### src/rtl/pc_sequencer.sv
// pc_sequencer: program-counter owner for the MIPS fetch stage.
//
// Picks the next pc each cycle from pc_plus4 (external incrementer), branch
// and jump targets, a buffered redirect, or the exception vector. It holds
// pc on stall, buffers redirects that arrive while stalled, and sequences
// BOOT -> RUN, RUN <-> HALT and exception entry. flush is a registered pulse
// that is high in the cycle pc first shows a redirected value.
//
// Ports:
//   clk, rst_n            clock (rising edge), async active-low reset
//   pc_plus4              pc + 4 from the incrementer
//   stall                 hazard stall, pc holds
//   branch_taken/_target  resolved taken branch and its destination
//   jump/jump_target      jump request and its destination
//   exception             exception request
//   halt / resume         enter / leave HALT
//   pc                    registered program counter
//   fetch_valid           fetch at pc is valid this cycle
//   flush                 one-cycle pulse to the IF/ID registers
//   epc                   pc captured at exception entry
//   redirect_pending      a buffered redirect waits for stall release
//   state                 00 BOOT, 01 RUN, 10 HALT (debug/observability)
//
// Handshake: fetch_valid is a plain qualifier with no ready; the consumer
// takes the fetch at pc in every cycle fetch_valid is high.

module pc_sequencer #(
  parameter logic [31:0] RESET_VECTOR = 32'h0000_0000,
  parameter logic [31:0] EXC_VECTOR   = 32'h0000_0080
) (
  input  logic        clk,
  input  logic        rst_n,
  input  logic [31:0] pc_plus4,
  input  logic        stall,
  input  logic        branch_taken,
  input  logic [31:0] branch_target,
  input  logic        jump,
  input  logic [31:0] jump_target,
  input  logic        exception,
  input  logic        halt,
  input  logic        resume,
  output logic [31:0] pc,
  output logic        fetch_valid,
  output logic        flush,
  output logic [31:0] epc,
  output logic        redirect_pending,
  output logic [1:0]  state
);

  typedef enum logic [1:0] {
    ST_BOOT = 2'b00,
    ST_RUN  = 2'b01,
    ST_HALT = 2'b10
  } state_t;

  state_t      state_q, state_d;
  logic [31:0] pc_q, pc_d;
  logic [31:0] epc_q, epc_d;
  logic        flush_q, flush_d;
  logic        pend_valid_q, pend_valid_d;
  logic        pend_jump_q, pend_jump_d;   // buffered redirect is a jump
  logic [31:0] pend_target_q, pend_target_d;

  logic        misaligned;
  logic        drain_pending;
  logic        take_exc;

  // Only the redirect that would be selected this cycle is checked for
  // alignment: an aligned jump masks a simultaneous misaligned branch.
  assign misaligned = (jump && (jump_target[1:0] != 2'b00)) ||
                      (!jump && branch_taken && (branch_target[1:0] != 2'b00));

  // On the stall-release cycle the buffered redirect wins and new
  // jump/branch requests (including misaligned ones) are ignored.
  assign drain_pending = pend_valid_q && !stall;

  assign take_exc = exception || (misaligned && !drain_pending);

  always_ff @(posedge clk or negedge rst_n) begin
    if (!rst_n) begin
      state_q       <= ST_BOOT;
      pc_q          <= RESET_VECTOR;
      epc_q         <= 32'h0;
      flush_q       <= 1'b0;
      pend_valid_q  <= 1'b0;
      pend_jump_q   <= 1'b0;
      pend_target_q <= 32'h0;
    end else begin
      state_q       <= state_d;
      pc_q          <= pc_d;
      epc_q         <= epc_d;
      flush_q       <= flush_d;
      pend_valid_q  <= pend_valid_d;
      pend_jump_q   <= pend_jump_d;
      pend_target_q <= pend_target_d;
    end
  end

  always_comb begin
    state_d       = state_q;
    pc_d          = pc_q;
    epc_d         = epc_q;
    flush_d       = 1'b0;
    pend_valid_d  = pend_valid_q;
    pend_jump_d   = pend_jump_q;
    pend_target_d = pend_target_q;

    unique case (state_q)
      ST_BOOT: begin
        // One cycle at RESET_VECTOR; every request is ignored.
        state_d = ST_RUN;
      end

      ST_RUN: begin
        if (take_exc) begin
          // Exception entry is applied even while stalled.
          pc_d          = EXC_VECTOR;
          epc_d         = pc_q;
          flush_d       = 1'b1;
          pend_valid_d  = 1'b0;
          pend_jump_d   = 1'b0;
          pend_target_d = 32'h0;
        end else if (!stall) begin
          if (pend_valid_q) begin
            pc_d          = pend_target_q;
            flush_d       = 1'b1;
            pend_valid_d  = 1'b0;
            pend_jump_d   = 1'b0;
            pend_target_d = 32'h0;
          end else if (jump) begin
            pc_d    = jump_target;
            flush_d = 1'b1;
          end else if (branch_taken) begin
            pc_d    = branch_target;
            flush_d = 1'b1;
          end else if (halt) begin
            pc_d    = pc_plus4;
            state_d = ST_HALT;
          end else begin
            pc_d = pc_plus4;
          end
        end else begin
          // Stalled: pc holds. A buffered redirect is only replaced by a
          // strictly higher-priority one (jump over branch).
          if (jump && !(pend_valid_q && pend_jump_q)) begin
            pend_valid_d  = 1'b1;
            pend_jump_d   = 1'b1;
            pend_target_d = jump_target;
          end else if (!jump && branch_taken && !pend_valid_q) begin
            pend_valid_d  = 1'b1;
            pend_jump_d   = 1'b0;
            pend_target_d = branch_target;
          end
        end
      end

      ST_HALT: begin
        if (exception) begin
          pc_d          = EXC_VECTOR;
          epc_d         = pc_q;
          flush_d       = 1'b1;
          pend_valid_d  = 1'b0;
          pend_jump_d   = 1'b0;
          pend_target_d = 32'h0;
          state_d       = ST_RUN;
        end else if (resume) begin
          state_d = ST_RUN;
        end
      end

      default: begin
        state_d = ST_BOOT;
      end
    endcase
  end

  assign pc               = pc_q;
  assign epc              = epc_q;
  assign flush            = flush_q;
  assign redirect_pending = pend_valid_q;
  assign state            = state_q;
  assign fetch_valid      = (state_q == ST_RUN) && !stall;

endmodule

### config.mk
export PLATFORM = sky130hd
export DESIGN_NAME = pc_sequencer
export DESIGN_NICKNAME = d
export VERILOG_FILES = /design/src/rtl/pc_sequencer.sv
export SDC_FILE = /design/constraint.sdc
export NUM_CORES = 1
export LEC_CHECK = 0
export ABC_AREA = 0
export BUFFER_PORTS_ARGS = -buffer_cell sky130_fd_sc_hd__buf_4
export CAP_MARGIN = 20
export CELL_PAD_IN_SITES_DETAIL_PLACEMENT = 0
export CELL_PAD_IN_SITES_GLOBAL_PLACEMENT = 2
export CORE_ASPECT_RATIO = 2
export CORE_UTILIZATION = 32
export CTS_BUF_LIST = sky130_fd_sc_hd__clkbuf_16
export CTS_CLUSTER_DIAMETER = 80
export DETAILED_ROUTE_END_ITERATION = 12
export GPL_TIMING_DRIVEN = 0
export PLACE_DENSITY = 0.89
export SYNTH_ARGS = -nofsm -noshare
export SYNTH_HDL_FRONTEND = slang
export SYNTH_SLANG_ARGS = --single-unit
### constraint.sdc
create_clock -name clk -period 2.2 [get_ports clk]
set_clock_uncertainty 0.2 [all_clocks]
set_input_delay 0.11 -clock clk [delete_from_list [all_inputs] [get_ports clk]]
set_output_delay 0.11 -clock clk [all_outputs]
set_load 0.005 [all_outputs]
# Yosys cells after proc, flatten, opt, wreduce, memory -nomap -nowiden
# Cells that the tools add are included.
# W data, S select, Z words.
[totals] inputBits=104 out_inout_bits=69 mem_bits_rw=0 wordCells=91 mem_count=0 mem_bits_ro=0 latchBits=0 ff_bits=101
[op_classes] div_mod_pow=0 multipliers=0 n_reduce_logical=25 mux=45 eq_ne=14 addsub=0 order_cmp=0 bitwise=0 shifts=0
[op_table] op="$mux W32" n=14
[op_table] op="$pmux W32 S2" n=3
[op_table] op="$mux W1" n=16
[op_table] op="$mux W2" n=8
[op_table] op="$ne A2 B2 Y1 const B" n=8
[op_table] op="$logic_and A1 B1 Y1" n=9
[op_table] op="$reduce_and A3 Y1" n=3
[op_table] op="$reduce_and A7 Y1" n=1
[op_table] op="$ne A3 B3 Y1 const B" n=2
[op_table] op="$pmux W1 S2" n=3
[op_table] op="$pmux W2 S3" n=1
[op_table] op="$reduce_bool A2 Y1" n=3
[op_table] op="$logic_not A1 Y1" n=5
[op_table] op="$ne A5 B5 Y1 const B" n=1
[op_table] op="$ne A4 B4 Y1 const B" n=1
[op_table] op="$reduce_and A4 Y1" n=1
[op_table] op="$eq A2 B1 Y1 const B" n=1
[op_table] op="$eq A2 B2 Y1 const B" n=1
[op_table] op="$logic_not A2 Y1" n=1
[op_table] op="$logic_or A1 B1 Y1" n=2

# Depth between registers and ports, before layout
# Gate-level depths: netlist of the first run.
[depth] depth_word=8 mapped_depth=8 depth_no_buf=6

# Worst setup path after synthesis of the first run
# No wires, ideal clock.
[synth_timing] path_kind="register -> register" from="register state_q[0] (netlist: state[0])" to="register pc_q[13] (netlist: pc[13])" path_slack_ns=0.233 path_stages_with_launch=9 synth_period_minus_slack_ns=1.967 required_ns=1.879 setup_ns=0.121 arrival_ns=1.646 n_path_buf=2 cell_sequence="dfrtp_1 -> inv_1 -> ha_1 -> and2b_1 -> or2_1 -> buf_2 -> o21ai_2 -> buf_4 -> a22o_1"
[synth_between] elab_chain_cells=3 word_cells_on_any_way=7 cone_classes="4 x eq/ne; 1 x mux; 2 x reduce/logical"
[synth_rtl] item="start, declared" line="56" rtl="state_t state_q, state_d;"
[synth_rtl] item="start signal, assigned" line="89" rtl="state_q <= state_d;"
[synth_rtl] item="$eq A2 B1 Y1 / $eq A2 B2 Y1 (equally long branches)" line="108" rtl="unique case (state_q)"
[synth_rtl] item="$ne A3 B3 Y1 (no source line) (tied with other cells)"
[synth_rtl] item="$reduce_and A3 Y1 (no source line)"
[synth_rtl] item="end signal, assigned" line="90" rtl="pc_q <= pc_d;"
[synth_rtl] item="end, declared" line="57" rtl="logic [31:0] pc_q, pc_d;"
# Parallel ways exist; a longest one is shown, timed or not.
# A chain may end at the register's enable or synchronous reset.

# Worst setup path after layout of the first run
[layout_timing] from="register state_q[0] (netlist: state[0])" to="register pend_target_q[16]"
[layout_between] elab_chain_cells=3 word_cells_on_any_way=8 cone_classes="5 x eq/ne; 1 x mux; 2 x reduce/logical"
[layout_rtl] item="$eq A2 B1 Y1 / $eq A2 B2 Y1 (equally long branches)" line="108"
[layout_rtl] item="$ne A5 B5 Y1 (no source line) (tied with other cells)"
[layout_rtl] item="$reduce_and A4 Y1 (no source line)"
[layout_rtl] item="end signal, assigned" line="95" rtl="pend_target_q <= pend_target_d;"
[layout_rtl] item="end, declared" line="62" rtl="logic [31:0] pend_target_q, pend_target_d;"
# Parallel ways exist; a longest one is shown, timed or not.

==> results.md, run 1 <==
- Commonest non-fill, non-tap cell in the layout: buf_4
- Ys flop type: dfrtp_1
- Gate Count Post-Synth: 556
- CTS tree: done
- Sequential Power Share: 0.342
- Root buffer cell: clkbuf_16
- Multi-input gate area: 3054 sq um
- Residual DRC count: 0
- Worst r2r src: state[0]
- Worst Setup End Kind: flip-flop
- Most frequent cells in the layout: 177 x buf_4, 100 x dfrtp_1, 96 x nand2_1
- Data required, critical path: 2260 ps
- Kind of critical path: reg -> reg
- P_leak: 4.159 nW
- Pins over their slew limit: 0
- Pwr Total: 7.794 mW
- Dpl hpwl: 15430 um
- Setup Viol. Count Final: 0
- RSZ-0062 raised after global routing: false
- Share of post-route cells with drive strength above 1: 0.3807
- Largest net degree at the start of global routing: 58
- Status: finished clean
- Row count: 69
- H-tree lvl count: 3
- Congestion Overflow GR: 0
- Fin area: 8529 sq um
- Placed cell areas: 7418 sq um
- I/O pin count: 173
- Buffer levels on the longest clock path: 2
- Pint: 4.845 mW
- WL per Instance: 20.04 um
- Final Wtd Congestion: 0.8364
- Via count: 5513
- Total Routing Usage GR: 0.2157
- Placed Instances: 940
- First-pass GRT wire length: 31430 um
- Routed Antenna Nets: 0
- Hold/Removal Path Class: in -> reg
- Net Sw Frac: 0.3784
- Minimum clock period: 2122 ps
- Initial antenna violation count: 0
- TritonRoute pass-1 iters: 4
- Synth unique cells: 42
- Hold Fails Final Rpt: 0
- Diode count: 0
- Synth Area per Inst: 10.52 sq um
- Fillcell total: 1653
- Die Footprint: 18850 sq um
- Core ar.: 17780 sq um
- Sequential-to-total area share from yosys stat: 0.4322
- Rel. slew slack: 0.5756
- FF/Latch Area: 2529 sq um
- Via density: 5.352
- Total CTS buffers: 9
- Max-cap violation count: 0
- Clk sinks: 101
- FMAX: 0.4712 GHz
- Worst-path maximum fanout: 8
- Setup TNS: 0 ps
- Post-route insts no fill: 1030
- Hold slack: 16.49 ps
- Worst skew pair latency: 340 ps
- Fin nets: 920
- DIE HEIGHT: 193.2 um
- Net count after synthesis: 664
- Crit path from: state[0]
- Number of synthesized register bits: 101
- Least-Margin Pin Slew: 636.5 ps
- Post-synth EDFFs: 0
- Mapped Area: 5848 sq um
- Drt total wl: 20650 um
- Logic pwr share: 0.453
- Iter 0 DRT Violations: 214
- Worst vdd ir: 0.0004686 V
- WP data arrival: 2180 ps
- Switching pwr: 2.950 mW
- CP Launch Type: flip-flop
- Final period util: 0.9646
- Area Growth Syn to Fin: 45.85%
- Clock-pin slew on the worst setup and hold paths: 80 ps
- # port buffers: 170
- Die X: 97.59 um
- Clock group share of total power: 0.204
- Hold Startpoint: jump_target[0]
- Fraction of registers with async set/reset: 1.000
- Power density over the cells: 913.8 nW/um^2
- Yosys Warn Count: 0
- Vias in the first global route: 5816
- Starting Density: 0.3288
==> power by group through the flow <==
stage	sequential, mW	clock (mW)	combinational [mW]
floorplan	2.60	0	1.76
global placement	2.69	0	3.01
detailed placement	2.70	0	3.10
CTS	2.67	1.62	3.37
global route	2.72	1.68	3.81
finish	2.67	1.59	3.53
==> per-layer routing <==
metal	track usage	part of all wire	up-vias	wire length, um
met5	0	0	-	0
met4	0.09050	0.032	0	668
met3	0.02559	0.032	32	653
met2	0.4201	0.57	182	11670
met1	0.2316	0.37	2727	7656
li1	-	-	2572	-
==> per-stage QoR <==
step	setup slack (ps)	utilization
finish	77.80	0.4796
floorplan	232.7	-
global placement	-272.5	0.4156
detailed placement	-327.2	0.4171
CTS	-12.01	0.4743
global route	11.97	0.4796
==> repair_timing <==
item / CTS / global route
resized for setup: 21 / 18
hold buffers: 64 / 0
buffers inserted: 1 / 5
endpoints found under the hold margin: 77 / 0
cloned: 2 / 2
setup endpoints to repair: 90 / 90
pin swaps: 0 / 0
==> Yosys cell counts, types with 2 or more instances <==
master / n / area [sq um]
a21oi_1: 3 / 15.01
a22o_1: 30 / 262.8
and2_1: 3 / 18.77
buf_2: 20 / 100.1
buf_4: 5 / 37.54
buf_6: 7 / 78.83
clkbuf_1: 20 / 75.07
dfrtp_1: 101 / 2527
ha_1: 4 / 50.05
inv_1: 4 / 15.01
mux2_2: 30 / 337.8
mux2i_1: 62 / 620.6
nand2_1: 96 / 360.4
nand2b_1: 2 / 12.51
nand3_1: 2 / 10.01
nor2_1: 8 / 30.03
nor2b_1: 3 / 18.77
nor3_1: 3 / 15.01
nor3b_1: 2 / 15.01
o211ai_1: 36 / 270.3
o211ai_2: 29 / 362.9
o21a_1: 3 / 22.52
o21ai_0: 33 / 165.2
o21ai_1: 2 / 10.01
o21ai_2: 2 / 17.52
o2bb2ai_1: 30 / 262.8
==> final cells by class <==
class                      count  share of cell area
tap                          213             0.03125
clock buffer                   9             0.02640
sequential                   101              0.2965
buffer                        52             0.03711
clock inverter                 7            0.007628
inverter                       6            0.002640
multi-input combinational    397              0.3581
timing repair buffer         245              0.2404
==> final timing paths <==
kind	to	slack (ps)	depth (start not counted)
setup reg to reg	pend_target_q[16]	80	9
hold / removal	pend_jump_q	20	5
max in group asynchronous	pend_target_q[11]	970	3
min in group asynchronous	state[0]	120	2
setup / recovery	pend_target_q[16]	80	9
hold reg to reg	pend_target_q[5]	290	1
==> cell families after synthesis <==
group,count (synthesis),synth area share
buffers and inverters,58,0.05370
flip-flops,101,0.4322
AO/OA/AOI/OAI,179,0.2561
multiplexers,92,0.1639
AND/OR/NAND/NOR,122,0.08558
adder cells (fa/ha/maj),4,0.008558
==> flip-flops by register name, indices dropped and copies added, names as in the netlist <==
| register | flops |
|---|---|
| pend_target_q | 32 |
| pc | 32 |
| pend_jump_q | 1 |
| redirect_pending | 1 |
| epc | 32 |
| flush | 1 |
| state | 2 |
==> critical path, cell delays in order, from the launching register on <==
cell and delay, ps:
dfrtp_1 400, buf_4 160, ha_4 190, and2b_2 220
or2_1 210, buf_4 180, o31ai_4 80, buf_12 170
buf_6 120, o2bb2ai_1 110
Note: power is estimated with default switching activity, not from simulation.
==> run 2, diff against run 1 <==
==> constraint.sdc (replaced) <==
create_clock -name clk -period 2.2 [get_ports clk]
set_clock_uncertainty 0.2 [all_clocks]
set_input_delay 0.44 -clock clk [delete_from_list [all_inputs] [get_ports clk]]
set_output_delay 0.44 -clock clk [all_outputs]
set_load 0.005 [all_outputs]
==> results.md, run 2 (synthesis results as in run 1) <==
- Final Wtd Congestion: 0.8364
- Multi-input gate area: 3057 sq um
- FF/Latch Area: 2529 sq um
- Routed Antenna Nets: 0
- Worst Setup End Kind: flip-flop
- Core ar.: 17780 sq um
- Clk sinks: 101
- Worst skew pair latency: 350 ps
- CP Launch Type: flip-flop
- WP data arrival: 2190 ps
- Hold/Removal Path Class: in -> reg
- Most frequent cells in the layout: 177 x buf_4, 100 x dfrtp_1, 96 x nand2_1
- Fillcell total: 1724
- Clock-pin slew on the worst setup and hold paths: 80 ps
- Final period util: 0.9679
- Power density over the cells: 974.6 nW/um^2
- Pins over their slew limit: 0
- Rel. slew slack: 0.5779
- WL per Instance: 20.78 um
- Final core utilization: 0.4443
- Commonest non-fill, non-tap cell in the layout: buf_4
- TritonRoute pass-1 iters: 4
- I/O pin count: 173
- CTS tree: done
- DIE HEIGHT: 193.2 um
- Status: finished clean
- Total Routing Usage GR: 0.2101
- First-pass GRT wire length: 30460 um
- Area Growth Syn to Fin: 35.11%
- Hold Fails Final Rpt: 0
- Via count: 5227
- Vias in the first global route: 5525
- P_leak: 3.894 nW
- Fin nets: 857
- Starting Density: 0.3288
- Dpl hpwl: 15430 um
- Die X: 97.59 um
- Row count: 69
- Residual DRC count: 0
- Max-cap violation count: 0
- Diode count: 0
- Worst vdd ir: 0.0004672 V
- Post-route insts no fill: 967
- Minimum clock period: 2129 ps
- Least-Margin Pin Slew: 633.2 ps
- Largest net degree at the start of global routing: 58
- Iter 0 DRT Violations: 230
- RSZ-0062 raised after global routing: false
- Pwr Total: 7.701 mW
- Congestion Overflow GR: 0
- Buffer levels on the longest clock path: 2
- Setup TNS: 0 ps
- Share of post-route cells with drive strength above 1: 0.4138
- Worst-path maximum fanout: 8
- # port buffers: 170
- H-tree lvl count: 3
- Via density: 5.405
- Hold slack: 180.2 ps
- Placed Instances: 940
- Die Footprint: 18850 sq um
- Drt total wl: 20100 um
- Root buffer cell: clkbuf_16
- Setup Viol. Count Final: 0
- Total CTS buffers: 9
- Kind of critical path: reg -> reg
- Data required, critical path: 2260 ps
- Initial antenna violation count: 0
- FMAX: 0.4696 GHz
run 2: cell count changes in the layout (fill, tap and decap cells not counted):
cell	previous run	this run
nor2b_2	0	1
nor2b_1	3	2
dlygate4sd3_1	64	1
run 2: cell type report:
cell class                 instances  area share
sequential                       101      0.3200
buffer                            52     0.04006
clock buffer                       9     0.02850
inverter                           6    0.002850
timing repair buffer             182      0.1797
multi-input combinational        397      0.3869
tap                              213     0.03373
clock inverter                     7    0.008234
run 2: final timing paths:
check                      depth (start not counted)         startpoint  slack [ps]                 to
max                                                9           state[0]          70  pend_target_q[16]
min                                                3  branch_target[29]         180  pend_target_q[29]
max reg2reg                                        9           state[0]          70  pend_target_q[16]
min reg2reg                                        1   pend_target_q[4]         290   pend_target_q[4]
max in group asynchronous                          3              rst_n         640  pend_target_q[11]
min in group asynchronous                          2              rst_n         450           state[0]
run 2: repair_timing:
| action | 4_1_cts | 5_1_grt |
|---|---|---|
| endpoints found under the setup margin | 91 | 91 |
| hold buffers | 1 | 0 |
| buffers inserted | 1 | 5 |
| hold endpoints to repair | 44 | 0 |
| cloned | 2 | 2 |
| resized for setup | 22 | 18 |
run 2: metal layers:
layer  part of all wire  vias to the layer above  track usage
li1                   -                     2449            -
met1               0.37                     2589       0.2275
met2               0.56                      155       0.4048
met3              0.034                       34      0.02559
met4              0.035                        0      0.09219
met5                  0                        -            0
run 2: critical path, cell delays in order, from the launching register on:
cell and delay [ps]:
dfrtp_1 400, buf_4 160, ha_4 190, and2b_2 220
or2_1 210, buf_4 170, o31ai_4 80, buf_12 170
buf_6 120, o2bb2ai_1 110
run 2: through the flow:
stage,instance area [sq um],setup slack (ps)
floorplan,5848,232.7
global placement,7391,-272.5
detailed placement,7418,-327.2
CTS,7806,-12.01
global route,7901,10.23
finish,7901,70.52
run 2: report_power, final:
group	internal [mW]	switching (mW)	total (mW)	leakage (nW)
combinational	1.69	1.75	3.44	2.38
sequential	2.28	0.388	2.67	1.37
clock	0.801	0.784	1.59	0.146
==> run 3, diff against run 2 <==
- ABC_AREA: 0 -> 1
- CORE_UTILIZATION: 32 -> 28
- PLACE_DENSITY: 0.89 -> not set
- PLACE_DENSITY_LB_ADDON: not set -> 0.1
==> results.md, run 3 <==
- Routed Antenna Nets: 0
- Power density over the cells: 1165 nW/um^2
- Via count: 6263
- H-tree lvl count: 3
- Area Growth Syn to Fin: 33.68%
- First-pass GRT wire length: 37270 um
- Diode count: 0
- Kind of critical path: reg -> out
- Worst-path maximum fanout: 5
- Starting Density: 0.2865
- Number of synthesized register bits: 101
- Post-route insts no fill: 1339
- Final Wtd Congestion: 0.8292
- Ranking of synthesized cells by area: dfrtp_1 42%, nand2_1 22%, nand3_1 10%, inv_1 4.1%, o21ai_0 3.0%
- Minimum clock period: 2120 ps
- Top cell type's share of synthesized area: 0.4197
- Least-Margin Pin Slew: 671.6 ps
- Die X: 105.7 um
- Share of post-route cells with drive strength above 1: 0.2411
- Vias in the first global route: 6451
- Yosys Warn Count: 0
- Worst Setup End Kind: output pin
- Mapped Area: 6022 sq um
- Net count after synthesis: 987
- Buffer levels on the longest clock path: 2
- Setup Viol. Count Final: 0
- CP Launch Type: flip-flop
- RSZ-0062 raised after global routing: false
- Placed Instances: 1319
- DIE HEIGHT: 209.4 um
- Hold Fails Final Rpt: 0
- Top-count cell post-synth: nand2_1
- Iter 0 DRT Violations: 276
- WP data arrival: 1480 ps
- Commonest non-fill, non-tap cell in the layout: nand2_1
- WL per Instance: 17.93 um
- Fin nets: 1173
- Row count: 75
- Synth area leader: dfrtp_1
- Root buffer cell: clkbuf_16
- Total CTS buffers: 9
- Sequential-to-total area share from yosys stat: 0.4197
- Synth unique cells: 28
- Status: finished clean
- Total Routing Usage GR: 0.2248
- Max-cap violation count: 0
- Dpl hpwl: 18880 um
- Residual DRC count: 0
- # port buffers: 170
- Fraction of registers with async set/reset: 1.000
- Clk sinks: 101
- FMAX: 0.4718 GHz
- Largest net degree at the start of global routing: 60
- Setup TNS: 0 ps
- Drt total wl: 24010 um
- Post-synth EDFFs: 0
- Clock-pin slew on the worst setup and hold paths: 70 ps
- I/O pin count: 173
- TritonRoute pass-1 iters: 6
- Worst vdd ir: 0.0004777 V
- Synth Area per Inst: 6.851 sq um
- Data required, critical path: 1560 ps
- Most frequent cells in the layout: 349 x nand2_1, 182 x buf_4, 122 x nand3_1
- Worst skew pair latency: 350 ps
- CTS tree: done
- Hold/Removal Path Class: reg -> reg
- Congestion Overflow GR: 0
- Synth cell count leaders: 350 x nand2_1, 122 x nand3_1, 101 x dfrtp_1
- Via density: 4.677
- Ys flop type: dfrtp_1
- Gate Count Post-Synth: 879
- Die Footprint: 22130 sq um
- Rel. slew slack: 0.5522
- P_leak: 4.386 nW
- Final period util: 0.9635
- Pins over their slew limit: 0
- Core ar.: 21020 sq um
- Initial antenna violation count: 0
run 3: per-stage QoR:
step / total power [mW] / area, sq um / hold WS, ps / worst slack (ps) / utilization
finish: 9.377 / 8050 / 270.9 / 80.37 / 0.3830
global placement: 7.706 / 7635 / 256.1 / -256.4 / 0.3632
global route: 10.17 / 8050 / 288.7 / 8.777 / 0.3830
floorplan: 5.500 / 6022 / -55.59 / 250.3 / -
CTS: 9.471 / 7999 / 279.5 / 12.96 / 0.3805
detailed placement: 7.762 / 7662 / 260.5 / -246.5 / 0.3645
run 3: area by class of cell:
| class | count | area [sq um] |
|---|---|---|
| Fill cell | 2444 | 12970 |
| Multi-Input combinational cell | 645 | 2934 |
| Sequential cell | 101 | 2531 |
| Timing Repair Buffer | 175 | 1336 |
| Buffer | 64 | 371.6 |
| Tap cell | 269 | 336.6 |
| Inverter | 69 | 259.0 |
| Clock buffer | 9 | 225.2 |
| Clock inverter | 7 | 56.30 |
run 3: cells by family (layout without fill, tap and decap cells):
family / Yosys count / count (layout) / share of synthesized area
buf+inv: 133 / 324 / 0.09827
fa+ha+maj: 4 / 4 / 0.008311
simple gates: 552 / 552 / 0.3956
compound gates: 89 / 89 / 0.07812
flops: 101 / 101 / 0.4197
run 3: timing repair:
action / 4_1_cts / 5_1_grt
gates resized for setup: 11 / 30
pin swaps: 1 / 0
buffers inserted: 3 / 0
hold buffers: 1 / 0
hold endpoints to repair: 42 / 0
setup endpoints to repair: 94 / 93
run 3: final timing paths:
| check | from | end | slack [ps] | cells past startpoint |
|---|---|---|---|---|
| setup / recovery | state[1] | fetch_valid | 80 | 5 |
| hold / removal | epc[27] | epc[27] | 270 | 2 |
| setup reg to reg | state[0] | pc[14] | 120 | 9 |
| hold reg to reg | epc[27] | epc[27] | 270 | 2 |
| max in group asynchronous | rst_n | redirect_pending | 660 | 3 |
| min in group asynchronous | rst_n | epc[22] | 420 | 2 |
run 3: layer usage:
layer	vias up	routed length (um)	global-route usage
met1	2873	9281	0.2520
met3	27	848	0.01863
met5	-	0	0
li1	3182	-	-
met4	0	546	0.07328
met2	181	13330	0.4363
run 3: worst max-delay path, stage by stage, from the launching register on:
cell and delay (ps):
dfrtp_2 450, inv_1 90, ha_2 220, inv_2 90, nor2_2 140, buf_4 140
run 3: power by group:
part / total (mW) / switching (mW) / internal, mW
registers: 3.14 / 0.539 / 2.60
logic: 4.67 / 2.76 / 1.91
clock network: 1.57 / 0.781 / 0.786
total: 9.38 / 4.08 / 5.30
